===== src/rtl/dcache_port_arbiter.sv =====
// dcache_port_arbiter
// Shares the single data-cache port between three requesters:
//   MH - miss-handler refill writes (highest priority, always wins)
//   RB - read-buffer lookups (normally ahead of WB)
//   WB - write-buffer drains (overtake RB once starved, or when alone)
// The port request is registered; a winner picked in cycle N appears on
// c_* in cycle N+1. Read responses come back one cycle after acceptance
// and are forwarded to the read buffer unless the read was flushed.
//
// Handshake semantics (all interfaces): a requester raises *_req with its
// fields and holds both stable until it sees a one-cycle *_ack. On the cache
// side a request is transferred in every cycle where c_valid & c_ready are
// both high; while c_valid & ~c_ready the c_* fields are held unchanged and
// the owner cannot be replaced.
module dcache_port_arbiter #(
    parameter int unsigned STARVE_LIMIT = 4
) (
    input  logic        clk,
    input  logic        rst,
    // miss-handler refill writes
    input  logic        mh_req,
    input  logic [31:0] mh_addr,
    input  logic [31:0] mh_wdata,
    input  logic [3:0]  mh_strb,
    output logic        mh_ack,
    // write-buffer drains
    input  logic        wb_req,
    input  logic [31:0] wb_addr,
    input  logic [31:0] wb_wdata,
    input  logic [3:0]  wb_strb,
    output logic        wb_ack,
    // read-buffer lookups and their responses
    input  logic        rb_req,
    input  logic [31:0] rb_addr,
    output logic        rb_ack,
    output logic        rb_rvalid,
    output logic [31:0] rb_rdata,
    // pipeline flush, kills read-buffer traffic
    input  logic        flush,
    // registered request to the dcache port
    output logic        c_valid,
    output logic [31:0] c_addr,
    output logic        c_wen,
    output logic [31:0] c_wdata,
    output logic [3:0]  c_strb,
    input  logic        c_ready,
    input  logic        c_rvalid,
    input  logic [31:0] c_rdata,
    output logic        busy,
    // observability of internal state
    output logic        dbg_state,
    output logic [1:0]  dbg_owner,
    output logic [2:0]  dbg_starve_cnt,
    output logic        dbg_kill
);

    typedef enum logic {
        S_IDLE  = 1'b0,
        S_ISSUE = 1'b1
    } state_e;

    typedef enum logic [1:0] {
        OWN_NONE = 2'd0,
        OWN_MH   = 2'd1,
        OWN_WB   = 2'd2,
        OWN_RB   = 2'd3
    } owner_e;

    localparam logic [2:0] LIMIT = 3'(STARVE_LIMIT);

    state_e      state_q;
    owner_e      owner_q;
    logic [31:0] c_addr_q;
    logic        c_wen_q;
    logic [31:0] c_wdata_q;
    logic [3:0]  c_strb_q;
    logic [2:0]  starve_q;
    logic [2:0]  starve_d;
    logic        kill_q;
    logic        kill_d;

    logic        accept;
    logic        may_select;
    logic        mh_elig;
    logic        wb_elig;
    logic        rb_elig;
    owner_e      sel;
    logic [31:0] sel_addr;
    logic        sel_wen;
    logic [31:0] sel_wdata;
    logic [3:0]  sel_strb;

    // Acceptance and winner selection; the accepted owner is masked so the
    // next request can be loaded in the same cycle without a bubble.
    always_comb begin
        accept     = (state_q == S_ISSUE) & c_ready;
        may_select = (state_q == S_IDLE) | accept;
        mh_elig    = mh_req & ~(accept & (owner_q == OWN_MH));
        wb_elig    = wb_req & ~(accept & (owner_q == OWN_WB));
        rb_elig    = rb_req & ~flush & ~(accept & (owner_q == OWN_RB));
        sel        = OWN_NONE;
        if (may_select) begin
            if (mh_elig) begin
                sel = OWN_MH;
            end else if (wb_elig && (!rb_elig || starve_q == LIMIT)) begin
                sel = OWN_WB;
            end else if (rb_elig) begin
                sel = OWN_RB;
            end
        end
    end

    // Field mux for the selected requester.
    always_comb begin
        sel_addr  = '0;
        sel_wen   = 1'b0;
        sel_wdata = '0;
        sel_strb  = '0;
        case (sel)
            OWN_MH: begin
                sel_addr  = mh_addr;
                sel_wen   = 1'b1;
                sel_wdata = mh_wdata;
                sel_strb  = mh_strb;
            end
            OWN_WB: begin
                sel_addr  = wb_addr;
                sel_wen   = 1'b1;
                sel_wdata = wb_wdata;
                sel_strb  = wb_strb;
            end
            OWN_RB: begin
                sel_addr  = rb_addr;
                sel_wen   = 1'b0;
            end
            default: begin
                sel_addr  = '0;
            end
        endcase
    end

    // WB starvation counter: counts cycles a WB request waits un-granted.
    always_comb begin
        starve_d = starve_q;
        if (!wb_req || sel == OWN_WB ||
            (state_q == S_ISSUE && owner_q == OWN_WB)) begin
            starve_d = 3'd0;
        end else if (starve_q != LIMIT) begin
            starve_d = starve_q + 3'd1;
        end
    end

    // Kill flag: a flushed read still completes on the port, but its
    // response must not reach the read buffer.
    always_comb begin
        kill_d = kill_q;
        if (state_q == S_ISSUE && owner_q == OWN_RB && flush) begin
            kill_d = 1'b1;
        end else if (c_rvalid && kill_q) begin
            kill_d = 1'b0;
        end
    end

    // Main FSM: loads the winner into the port registers, holds them while
    // stalled, and reloads or goes idle on acceptance.
    always_ff @(posedge clk or posedge rst) begin
        if (rst) begin
            state_q   <= S_IDLE;
            owner_q   <= OWN_NONE;
            c_addr_q  <= '0;
            c_wen_q   <= 1'b0;
            c_wdata_q <= '0;
            c_strb_q  <= '0;
            starve_q  <= 3'd0;
            kill_q    <= 1'b0;
        end else begin
            starve_q <= starve_d;
            kill_q   <= kill_d;
            case (state_q)
                S_IDLE, S_ISSUE: begin
                    if (may_select) begin
                        if (sel != OWN_NONE) begin
                            state_q   <= S_ISSUE;
                            owner_q   <= sel;
                            c_addr_q  <= sel_addr;
                            c_wen_q   <= sel_wen;
                            c_wdata_q <= sel_wdata;
                            c_strb_q  <= sel_strb;
                        end else begin
                            state_q <= S_IDLE;
                            owner_q <= OWN_NONE;
                        end
                    end
                end
                default: begin
                    state_q <= S_IDLE;
                    owner_q <= OWN_NONE;
                end
            endcase
        end
    end

    // Port outputs straight from registers.
    always_comb begin
        c_valid = (state_q == S_ISSUE);
        c_addr  = c_addr_q;
        c_wen   = c_wen_q;
        c_wdata = c_wdata_q;
        c_strb  = c_strb_q;
        busy    = (state_q == S_ISSUE);
    end

    // Acks pulse in the acceptance cycle; a flushed read gets none.
    always_comb begin
        mh_ack = accept & (owner_q == OWN_MH);
        wb_ack = accept & (owner_q == OWN_WB);
        rb_ack = accept & (owner_q == OWN_RB) & ~kill_q & ~flush;
    end

    // Read response forwarding, suppressed for killed reads and during flush.
    always_comb begin
        rb_rvalid = c_rvalid & ~kill_q & ~flush;
        rb_rdata  = c_rdata;
    end

    // Debug view of internal state.
    always_comb begin
        dbg_state      = state_q;
        dbg_owner      = owner_q;
        dbg_starve_cnt = starve_q;
        dbg_kill       = kill_q;
    end

endmodule

===== config.mk =====
export PLATFORM = sky130hd
export DESIGN_NAME = dcache_port_arbiter
export DESIGN_NICKNAME = d
export VERILOG_FILES = /design/src/rtl/dcache_port_arbiter.sv
export SDC_FILE = /design/constraint.sdc
export NUM_CORES = 1
export LEC_CHECK = 0
export BUFFER_PORTS_ARGS = -buffer_cell sky130_fd_sc_hd__buf_4
export CORE_AREA = 2 2 124 126
export CTS_CLUSTER_DIAMETER = 80
export DETAILED_ROUTE_END_ITERATION = 10
export DIE_AREA = 0 0 126 128
export HOLD_SLACK_MARGIN = 0.12
export PLACE_DENSITY = 0.59
export SLEW_MARGIN = 20
export SYNTH_ARGS = -nofsm -noshare
export SYNTH_HDL_FRONTEND = slang
export SYNTH_SLANG_ARGS = --single-unit
export TNS_END_PERCENT = 30

===== constraint.sdc =====
create_clock -name clk -period 2.4 [get_ports clk]
set_input_delay 0.12 -clock clk [delete_from_list [all_inputs] [get_ports clk]]
set_output_delay 0.12 -clock clk [all_outputs]
set_load 0.01 [all_outputs]

==> summary.txt <==
Job
  • Max cap viols: 0

Worst setup path
  • Crit path cell chain: buf_4 > nand4b_1 > nand2_1 > o22a_1 > ha_1 > or3_1 > buf_6 > o2bb2ai_1
  • Slowest CP cell: dfrtp_1
  • Worst path max stage delay: 0.39 ns
  • Arr. time, crit path: roughly 2.5 ns
  • Setup CP Type: flop to flop
  • CP Max Fanout: 32
  • R2R depth: 8
  • Critical Path Start Type: flop
  • CP required: 2.65 ns
  • CP Capture Type: flop

Power and ir drop
  • Clock share of power: 26.6%
  • Switching power: 1.72 mW
  • Internal power: ~3.5 mW
  • Switching share of power: between 30% and 40%
  • Comb pwr share: between 30 and 40%
  • Leak: ~3.4 nW
  • Pwr dens: around 720 mW/mm^2
  • Max IR drop VDD: ~0.33 mV
  • Sequential Power Share: approximately a third

CTS
  • CTS sink count: 76
  • TritonCTS Buffers: 9
  • Clk root buf: clkbuf_16
  • # H-tree levels: 3
  • CTS tree: built
  • Clock Pin Slew Worst Setup and Hold Paths: 0.06 ns
  • Clk Latency, worst-skew pair: around 0.33 ns
  • Deepest clock path buffer count: 2

Floorplan
  • Initial Utilization: around 28%
  • Core area: 0.0149 sq mm
  • I/O pin count: around 320
  • Die Footprint: between 0.015 and 0.02 sq mm
  • # rows: 45
  • Width of the die: 126 microns
  • Die Span Y: between 100 and 150 microns

STA
  • Slew margin rel.: a little over half
  • Fin crit share: a little over nine tenths
  • Fin. Hold Viols: 0
  • Worst-Margin Slew: around 0.71 ns
  • Final min period: 2.27 ns
  • Skew final: 0.00447 ns
  • Setup violators final: 0
  • Max-slew violation count: 0
  • Max Freq: between 0.4 and 0.5 GHz
  • RSZ-0062 raised after global routing: true

Placement
  • Hpwl dp: 10200 microns
  • Buffers on Ports: about 260
  • RD Place Congestion: around 0.78
  • Placed Instances: ~760

Cells and area
  • Nets: about 900
  • Finished Layout Cells: between 800 and 900
  • Fraction of layout cells with a size suffix above 1: between 40% and 50%
  • Commonest non-fill, non-tap cell in the layout: buf_4
  • Layout area overhead: 77.1%
  • Most frequent cells in the layout: 263 x buf_4, 96 x dlygate4sd3_1, 75 x dfrtp_1
  • # fillers: between 1000 and 1500
  • Util after Layout: 48.8%
  • Inserted Diodes: 0

Global route
  • Total GRT Usage: between 10% and 20%
  • GR Overflow Total: 0
  • Antenna violations before repair: 0
  • First-pass GRT wire length: between 20000 and 30000 microns
  • Number of global-route vias before repair: just under 5000
  • Largest net degree at the start of global routing: between 60 and 70

Detailed routing
  • Number of DRC markers in iteration 0: between 300 and 400
  • DR WL/cell: ~19 microns
  • Via Count: 4643
  • Post-Route WL: roughly 16000 microns
  • Post-DR vias/cell: between 5 and 6
  • First-pass DRT Iterations: 6
  • Post-DRT Antenna Nets: 0
  • Post-route DRC violation count: 0

Yosys
  • Syn nets: between 500 and 600
  • Mux contribution to synthesized area: 0%
  • Synth Area in XOR/XNOR: 0.214%
  • EDFF count, synth: 0
  • Mean post-synth cell area: approximately 11 sq um
  • Seq cells post-synth: between 70 and 80
  • Post-synth top flop: dfrtp_1
  • Post-synth ARST share: 100%
  • Compound-Gate Fraction of Synth Area: between 30% and 40%
  • Synthesized cell area: around 0.0041 sq mm
  • Yosys warnings: 0
  • Post-synthesis sequential area ratio: between 40% and 50%
  • Post-Synth Adder-Cell Area: under 10%
  • Distinct cells, synth: 37
  • Simple-gate portion of the synthesized area: 3.91%
  • Mapped Cells: 379
  • Largest family of logic cells by synthesized area: compound AO/OA/AOI/OAI gates

Min path
  • Hold Path Depth: 3
  • Worst min path class: primary input to flop

Outcome
  • Status: completed
==> cell usage after synthesis (2+ instances only) <==
cell | instances | area share [%]
nor2_1 | 4 | 0.37
dfrtp_1 | 76 | 46
clkbuf_1 | 26 | 2.4
nand2_1 | 5 | 0.46
a222oi_1 | 32 | 7.8
o2bb2ai_1 | 31 | 6.6
o21ai_0 | 38 | 4.6
a22oi_1 | 36 | 6.6
buf_2 | 5 | 0.61
o2bb2ai_2 | 2 | 0.73
buf_1 | 2 | 0.18
and3_1 | 2 | 0.31
buf_6 | 10 | 2.7
o22ai_1 | 2 | 0.31
buf_4 | 34 | 6.2
nor3_1 | 2 | 0.24
ha_1 | 7 | 2.1
inv_1 | 8 | 0.73
o31ai_1 | 36 | 6.6
nand3_1 | 4 | 0.49
==> sequential cells by signal, summed over array words and instances, names as in the netlist <==
signal / flops
dbg_kill: 1
dbg_owner: 2
c_addr: 32
dbg_starve_cnt: 3
c_strb: 4
c_wen: 1
c_wdata: 32
busy: 1
==> final cells by class <==
class | count | area (sq um) | area share [%]
Tap cell | 188 | 235 | 3.24
Multi-Input combinational cell | 218 | 1700 | 23.5
Clock inverter | 1 | 30.0 | 0.414
Timing Repair Buffer | 367 | 3080 | 42.4
Clock buffer | 14 | 274 | 3.78
Sequential cell | 76 | 1900 | 26.2
Inverter | 8 | 31.3 | 0.431
==> worst paths after layout <==
| path | slack (ns) | to | start |
|---|---|---|---|
| setup / recovery | 0.13 | c_addr[7] | busy |
| hold / removal | 0.12 | c_addr[18] | rb_addr[18] |
| setup reg to reg | 0.13 | c_addr[7] | busy |
| hold reg to reg | 0.49 | c_addr[2] | c_addr[2] |
| max in group asynchronous | 1.29 | c_wdata[17] | rst |
| min in group asynchronous | 0.47 | c_addr[4] | rst |
==> power groups by stage <==
stage               registers (mW)  logic, mW  clock network, mW
floorplan                     1.89      0.872                  0
global placement              1.77       1.90                  0
detailed placement            1.77       1.93                  0
CTS                           1.76       2.05               1.43
global route                  1.80       2.24               1.49
finish                        1.76       2.08               1.39
==> repair_timing <==
item                                    CTS  global route
buffers inserted                          0             0
endpoints found under the hold margin    74             0
endpoints found under the setup margin    0            64
gates resized for setup                   0             8
hold buffers                             96             0
==> critical path: cells and delay by family, from the launching register on <==
family / cells / cell delay [ns]
AO/OA/AOI/OAI: 2 / 0.45
adder cells (fa/ha/maj): 1 / 0.25
buffers and inverters: 2 / 0.39
flip-flops: 1 / 0.39
AND/OR/NAND/NOR: 3 / 0.68
==> per-stage QoR <==
step / hold WS, ns / TNS [ns] / area, sq um / setup slack, ns / power, mW
3_5_place_dp: 0.240 / 0 / 5950 / 0.0646 / 3.70
3_3_place_gp: 0.240 / 0 / 5950 / 0.155 / 3.67
2_1_floorplan: 0.219 / 0 / 4100 / 0.0759 / 2.76
5_1_grt: 0.121 / -0.0269 / 7250 / -0.0132 / 5.53
4_1_cts: 0.120 / 0 / 7220 / 0.0558 / 5.24
6_report: 0.116 / 0 / 7250 / 0.128 / 5.23
==> logic make-up after synthesis <==
| group | count (synthesis) |
|---|---|
| xor+xnor | 1 |
| flops | 76 |
| fa+ha+maj | 7 |
| buf+inv | 85 |
| compound gates | 183 |
| simple gates | 27 |
==> layer usage <==
metal  share of wire, %  vias to the layer above  global-route usage, %
li1                   -                     2084                      -
met1                 38                     2226                   23.0
met2                 51                      269                   33.2
met3                7.6                       64                   4.55
met4                3.8                        0                   10.8
met5                  0                        -                      0
(Power assumes the default switching activity.)
